**config.mk**
```make
export PLATFORM = sky130hd
export DESIGN_NAME = fma_recomplement_normalizer
export DESIGN_NICKNAME = d
export VERILOG_FILES = /design/src/rtl/fma_recomplement_normalizer.sv
export SDC_FILE = /design/constraint.sdc
export NUM_CORES = 1
export LEC_CHECK = 0
export CAP_MARGIN = 10
export CORE_ASPECT_RATIO = 1.25
export CORE_MARGIN = 2
export CORE_UTILIZATION = 25
export CTS_BUF_LIST = sky130_fd_sc_hd__clkbuf_4
export DETAILED_ROUTE_END_ITERATION = 16
export GPL_ROUTABILITY_DRIVEN = 0
export HOLD_SLACK_MARGIN = 0.02
export SETUP_SLACK_MARGIN = 0.5
export SLEW_MARGIN = 20
export SYNTH_ARGS = -nofsm -noshare
export SYNTH_HDL_FRONTEND = slang
export SYNTH_SLANG_ARGS = --single-unit
```
**constraint.sdc**
```tcl
create_clock -name clk -period 3.6 [get_ports clk]
set_clock_uncertainty 0.15 [all_clocks]
set_input_delay 0.36 -clock clk [delete_from_list [all_inputs] [get_ports clk]]
set_output_delay 0.36 -clock clk [all_outputs]
set_load 0.05 [all_outputs]
```
**src/rtl/fma_recomplement_normalizer.sv**
```systemverilog
// FMA post-adder stage: recovers the true magnitude from a ones'-complement sum, then
// normalizes it through a 3-stage valid/ready pipeline (recomplement, LZC, shift).
module fma_recomplement_normalizer (
  input  logic        clk,
  input  logic        rst,
  input  logic        in_valid,
  output logic        in_ready,
  input  logic [48:0] sum_in,
  input  logic        control_in,
  input  logic        sign_in,
  output logic        out_valid,
  input  logic        out_ready,
  output logic [47:0] mant_out,
  output logic [6:0]  exp_adj,
  output logic        sticky_out,
  output logic        sign_out,
  output logic        zero_out
);

  logic        s1_valid_q, s1_sign_q;
  logic [48:0] s1_mag_q;
  logic        s2_valid_q, s2_sign_q, s2_zero_q;
  logic [48:0] s2_mag_q;
  logic [5:0]  s2_lz_q;
  logic        s3_valid_q, s3_sticky_q, s3_sign_q, s3_zero_q;
  logic [47:0] s3_mant_q;
  logic [6:0]  s3_exp_q;

  logic        s1_adv, s2_adv, s3_adv;
  logic [48:0] s1_mag_d;
  logic        s1_sign_d;
  logic [5:0]  s2_lz_d;
  logic        s2_zero_d;
  logic [47:0] s3_mant_d;
  logic [6:0]  s3_exp_d;
  logic        s3_sticky_d, s3_sign_d;

  // Each stage may load when it is empty or its contents move on this cycle.
  assign s3_adv   = !s3_valid_q | out_ready;
  assign s2_adv   = !s2_valid_q | s3_adv;
  assign s1_adv   = !s1_valid_q | s2_adv;
  assign in_ready = s1_adv;

  // Stage 1: undo the ones'-complement; a missing carry means B > A, so the sign flips.
  always_comb begin
    s1_mag_d  = sum_in;
    s1_sign_d = sign_in;
    if (control_in) begin
      if (sum_in[48]) begin
        s1_mag_d = {1'b0, sum_in[47:0]} + 49'd1;
      end else begin
        s1_mag_d  = {1'b0, ~sum_in[47:0]};
        s1_sign_d = ~sign_in;
      end
    end
  end

  // Stage 2: leading-zero count of the low 48 bits; the highest set bit wins.
  always_comb begin
    s2_lz_d = '0;
    for (int i = 0; i < 48; i++) begin
      if (s1_mag_q[i]) begin
        s2_lz_d = 6'(47 - i);
      end
    end
    s2_zero_d = (s1_mag_q == 49'd0);
  end

  // Stage 3: carry-out needs a 1-bit right shift, otherwise shift left by the LZ count.
  always_comb begin
    s3_mant_d   = s2_mag_q[47:0] << s2_lz_q;
    s3_exp_d    = 7'd0 - {1'b0, s2_lz_q};
    s3_sticky_d = 1'b0;
    s3_sign_d   = s2_sign_q;
    if (s2_mag_q[48]) begin
      s3_mant_d   = s2_mag_q[48:1];
      s3_exp_d    = 7'd1;
      s3_sticky_d = s2_mag_q[0];
    end else if (s2_zero_q) begin
      s3_mant_d = '0;
      s3_exp_d  = '0;
      s3_sign_d = 1'b0;
    end
  end

  always_ff @(posedge clk) begin
    if (rst) begin
      s1_valid_q  <= 1'b0;
      s1_sign_q   <= 1'b0;
      s1_mag_q    <= '0;
      s2_valid_q  <= 1'b0;
      s2_sign_q   <= 1'b0;
      s2_zero_q   <= 1'b0;
      s2_mag_q    <= '0;
      s2_lz_q     <= '0;
      s3_valid_q  <= 1'b0;
      s3_sticky_q <= 1'b0;
      s3_sign_q   <= 1'b0;
      s3_zero_q   <= 1'b0;
      s3_mant_q   <= '0;
      s3_exp_q    <= '0;
    end else begin
      if (s1_adv) begin
        s1_valid_q <= in_valid;
        if (in_valid) begin
          s1_mag_q  <= s1_mag_d;
          s1_sign_q <= s1_sign_d;
        end
      end
      if (s2_adv) begin
        s2_valid_q <= s1_valid_q;
        if (s1_valid_q) begin
          s2_mag_q  <= s1_mag_q;
          s2_sign_q <= s1_sign_q;
          s2_lz_q   <= s2_lz_d;
          s2_zero_q <= s2_zero_d;
        end
      end
      if (s3_adv) begin
        s3_valid_q <= s2_valid_q;
        if (s2_valid_q) begin
          s3_mant_q   <= s3_mant_d;
          s3_exp_q    <= s3_exp_d;
          s3_sticky_q <= s3_sticky_d;
          s3_sign_q   <= s3_sign_d;
          s3_zero_q   <= s2_zero_q;
        end
      end
    end
  end

  assign out_valid  = s3_valid_q;
  assign mant_out   = s3_mant_q;
  assign exp_adj    = s3_exp_q;
  assign sticky_out = s3_sticky_q;
  assign sign_out   = s3_sign_q;
  assign zero_out   = s3_zero_q;

endmodule

```
## Yosys cells after proc, flatten, opt, wreduce, memory -nomap -nowiden

Index checks and enable logic that the tools add are counted.

- Bits in registers: 168
- Bits of input ports: 55
- Output and inout bits: 60
- Word-level logic and storage cells: 88

- Add/sub/neg operators: 2
- Shift operators: 1
- Muxes and demuxes: 59
- Bitwise logic cells: 5
- Reductions and logical operators: 7

Operator list:

| cell | count |
|---|---|
| 2-to-1 mux 6 bit | 48 |
| 2-to-1 mux 49 bit | 2 |
| 2-to-1 mux 48 bit | 2 |
| adder 48 x 1 -> 49 bit (second input constant) | 1 |
| zero test 49 bit | 1 |
| inverter 48 bit | 1 |
| left shift 48 x 6 -> 48 bit | 1 |
| 2-to-1 mux 7 bit | 2 |
| subtractor 1 x 6 -> 7 bit (first input constant) | 1 |
| AND reduction 2 bit | 3 |
| 2-to-1 mux 1 bit | 5 |
| zero test 1 bit | 3 |
| OR 1 bit | 3 |
| inverter 1 bit | 1 |

## Depth between registers and ports, before layout

- Depth in word-level cells: 48
- Gate-level depth with buffers: 11
- Mapped depth without buffers: 7

## Least setup slack after synthesis

No wires, ideal clock.

- Kind: register -> register
- From: register s3_valid_q (netlist: out_valid)
- To: register s1_mag_q[0]
- Library setup time: 0.086 ns
- Arrival: 2.487 ns
- Required time: 3.364 ns
- Slack: 0.877 ns
- Stages on the path, launching flop included: 8
- Buffers on the path: 3
- Period minus slack after synthesis: 2.723 ns
- Cells stage by stage: dfxtp_1 nor2b_1 nand3_1 and2_1 clkbuf_1 clkbuf_1 buf_1 a211oi_1

- Longest elaborated chain between the ends: 5

Ends and longest elaborated chain:

| item | RTL line | text |
|---|---|---|
| start: declaration | 25 | `logic s3_valid_q, s3_sticky_q, s3_sign_q, s3_zero_q;` |
| start signal: assignment | 120 | `s3_valid_q <= s2_valid_q;` |
| zero test 1 bit | 39 | `assign s3_adv = !s3_valid_q \| out_ready;` |
| OR 1 bit | 39 |  |
| OR 1 bit | 40 | `assign s2_adv = !s2_valid_q \| s3_adv;` |
| OR 1 bit | 41 | `assign s1_adv = !s1_valid_q \| s2_adv;` |
| net in_ready | 7 | `output logic in_ready,` |
| AND reduction 2 bit (no source line) | -- |  |
| end signal: assignment | 106 | `s1_mag_q <= s1_mag_d;` |
| end: declaration | 21 | `logic [48:0] s1_mag_q;` |

The timed path passes the listed nets, and every way through them passes these cells.
A chain may end at the register's enable or synchronous reset.

## Final worst setup path

- From: register s2_lz_q[2]
- To: register s3_mant_q[40] (netlist: mant_out[40])

- Longest elaborated chain between the ends: 3

Ends and longest elaborated chain:

| item | RTL line | text |
|---|---|---|
| start: declaration | 24 | `logic [5:0] s2_lz_q;` |
| start signal: assignment | 115 | `s2_lz_q <= s2_lz_d;` |
| left shift 48 x 6 -> 48 bit | 71 | `s3_mant_d = s2_mag_q[47:0] << s2_lz_q;` |
| 2-to-1 mux 48 bit | 79 | `end else if (s2_zero_q) begin` |
| 2-to-1 mux 48 bit | 75 | `if (s2_mag_q[48]) begin` |
| end signal: assignment | 122 | `s3_mant_q <= s3_mant_d;` |
| end: declaration | 26 | `logic [47:0] s3_mant_q;` |

No other way between the ends.

==> metrics.cfg <==
[min_path]
hold_path.class=in -> reg

[yosys]
synth-edff-count=0
synth_ff_type=dfxtp_1
async_flop_share_pct=0
yosys_register_bits=168
synthesis.area_um2=11600
ys_seq_area_share_pct=29.0
yosysWarnings=0
synth_nets=1536
synth_cells=1479
synth_cell_type_count=81
synth_area_per_cell_um2=7.84

[final_layout]
drive_gt1_share_pct=11.5
nets=1597
area_delta_synth_final_pct=17.2
fillers=4982
final_util_pct=29.6

[cts]
htreeDepth=4
clock_latency_ps=590
holdBufCountCts=0
cts_setup_buffers=0
clk_pin_slew_ps=170
cts_tree=yes
clk_path_buf_depth=2
numCtsBuffers=17
cts-root-buf=clkbuf_4
cts_sinks=168

[global_route]
antenna_found_initial=1
grt_overflow=0
grt_max_degree=63
track_usage_pct=17.0
grt_pass1_vias=11100
grt_first_pass_wirelength_um=64800

[worst_setup_path]
worstPathArrival_ps=3360
worst-path-buf-inv=1
path_max_fanout=21
crit_required_ps=3940
cp_top_family=multiplexers
crit_path_top_delay_cell=dfxtp_4
slowest_delay_ps=570
end_kind=flip-flop
worstSetupPathType=reg -> reg
worstPathCellList=buf_4, mux2_2, mux4_2, a21oi_2, o22a_1, nor2_1, or3_1
startpoint_type=flip-flop

[sta]
finalCritPeriodShare_pct=84.0
slew_headroom_pct=39.7
hold_viol_final=0
tns_ps=0
finalMaxSlewViolations=0
fmax_mhz=331
worstMarginPinSlew_ps=882
fin_ws_ps=575
min_period_ps=3020
rsz0062_at_grt=false
setup_viol=0

[floorplanning]
ios=115
die_x_um=197
die-area_um2=48200
core-area_um2=46000
die_h_um=245
initial_core_util_pct=25.2
rows=88

[routing]
first_pass_iters=5
drt_iter0_drc=1157
vias=12000
drt-total-wl_um=41500
drc_errors=0
viasPerCell=5.59
antenna_left=0
wl_per_cell_um=19.4

[pwr]
p_leak_nw=4.43
power_density_nw_per_um2=318
peakVddDrop_mv=0.135
finalPower_mw=4.32

[job]
maxCapViolCount=0

[status]
status=finished clean

[placement]
numPortBuffers=114
dp_hpwl_um=31100
dpl_worst_slack_ps=449

==> stage by stage <==
| stage | hold WS (ps) | instances | cell area [um2] |
|---|---|---|---|
| after floorplan | 282 | 1479 | 11600 |
| after global placement | 296 | 2106 | 13300 |
| after detailed placement | 295 | 2106 | 13300 |
| after CTS | 48.1 | 2138 | 13600 |
| after global routing | 42.6 | 2139 | 13600 |
| final | 55.4 | 2139 | 13600 |
==> path summary, 6_finish.rpt <==
check                                              from                         to  slack, ps  cells past startpoint
worst max-delay path            s2_lz_q[2]$_SDFFE_PP0P_  mant_out[40]$_SDFFE_PP0P_        580                      7
worst min-delay path                                rst     out_valid$_SDFFE_PP0P_         60                      2
worst max register to register  s2_lz_q[2]$_SDFFE_PP0P_  mant_out[40]$_SDFFE_PP0P_        580                      7
worst min register to register    sign_out$_SDFFE_PP0P_      sign_out$_SDFFE_PP0P_        310                      2
==> worst reg2reg max path: cells and delay by family (launching register included) <==
kind | cells | cell delay, ps
buf+inv | 1 | 310
flops | 1 | 570
compound gates | 2 | 560
mux | 2 | 930
simple gates | 2 | 400
==> placed cells by master (no fill, tap or decap), types with 13 or more instances in the layout <==
cell type,count
nand4_1,20
nor4_1,22
nor3_1,52
clkdlybuf4s50_1,112
clkbuf_4,17
a211oi_1,39
o21ai_0,72
mux2i_1,57
or3_1,14
nand2_1,236
inv_1,17
dfxtp_1,163
nor2_1,152
nand3_1,38
buf_4,46
xnor2_1,31
mux2_2,38
a21oi_1,149
a31oi_1,13
a221oi_1,24
mux4_2,34
==> state kept, by name (all words and copies together), names as in the netlist <==
name / count
s2_zero_q: 1
s2_lz_q: 6
exp_adj: 7
s2_sign_q: 1
s1_valid_q: 1
mant_out: 48
out_valid: 1
zero_out: 1
sticky_out: 1
s2_valid_q: 1
s1_sign_q: 1
sign_out: 1
s1_mag_q: 49
s2_mag_q: 49
==> Yosys cell counts, types with 12 or more instances <==
cell	number	area share, %
a221oi_1	24	1.8
clkbuf_1	68	2.2
mux2_2	38	3.7
a21oi_1	150	6.5
o211ai_1	12	0.78
nand4_1	20	1.1
a211oi_1	39	2.5
inv_1	17	0.55
buf_2	19	0.82
nor3_1	52	2.2
xnor2_1	31	2.3
o21ai_0	72	3.1
nand2_1	236	7.6
mux2i_1	58	5.0
nor4_1	22	1.2
nand3_1	38	1.6
or3_1	14	0.75
mux4_2	34	6.6
dfxtp_1	168	29
nor2_1	152	4.9
a31oi_1	13	0.70
buf_1	15	0.49
==> final cells by class <==
type	count	area (um2)	area share [%]
diodes	1	2.50	0.0184
clock buffers	17	128	0.938
clock inverters	15	165	1.21
inverters	21	78.8	0.580
multi-input cells	1171	7600	55.9
flip-flops and latches	168	3370	24.8
well taps	585	732	5.38
repair buffers	161	1520	11.2
==> per-layer routing <==
layer / vias to the layer above / track usage [%] / share of wire, %
met1: 5565 / 23.6 / 44
met3: 129 / 2.50 / 7.9
met4: 0 / 6.30 / 4.3
met5: - / 0 / 0
li1: 5611 / - / -
met2: 651 / 26.6 / 44
==> where the power goes <==
part | switching [mW] | internal, mW
logic | 0.644 | 0.419
clock network | 0.788 | 0.375
registers | 0.144 | 1.95
total | 1.58 | 2.75
==> cell families (layout without fill, tap and decap cells) <==
family	after synthesis	count (layout)	share of synthesized area, %
simple gates	590	590	23.1
other cells	0	1	0
buf+inv	140	214	5.73
flops	168	168	29.0
compound gates	401	401	22.2
mux	136	136	16.6
xor+xnor	42	42	3.17
fa+ha+maj	2	2	0.216
==> timing repair <==
item	CTS	global route
hold endpoints to repair	0	0
endpoints found under the setup margin	1	2
gates resized for setup	1	2
Note: power is estimated with default switching activity, not from simulation.
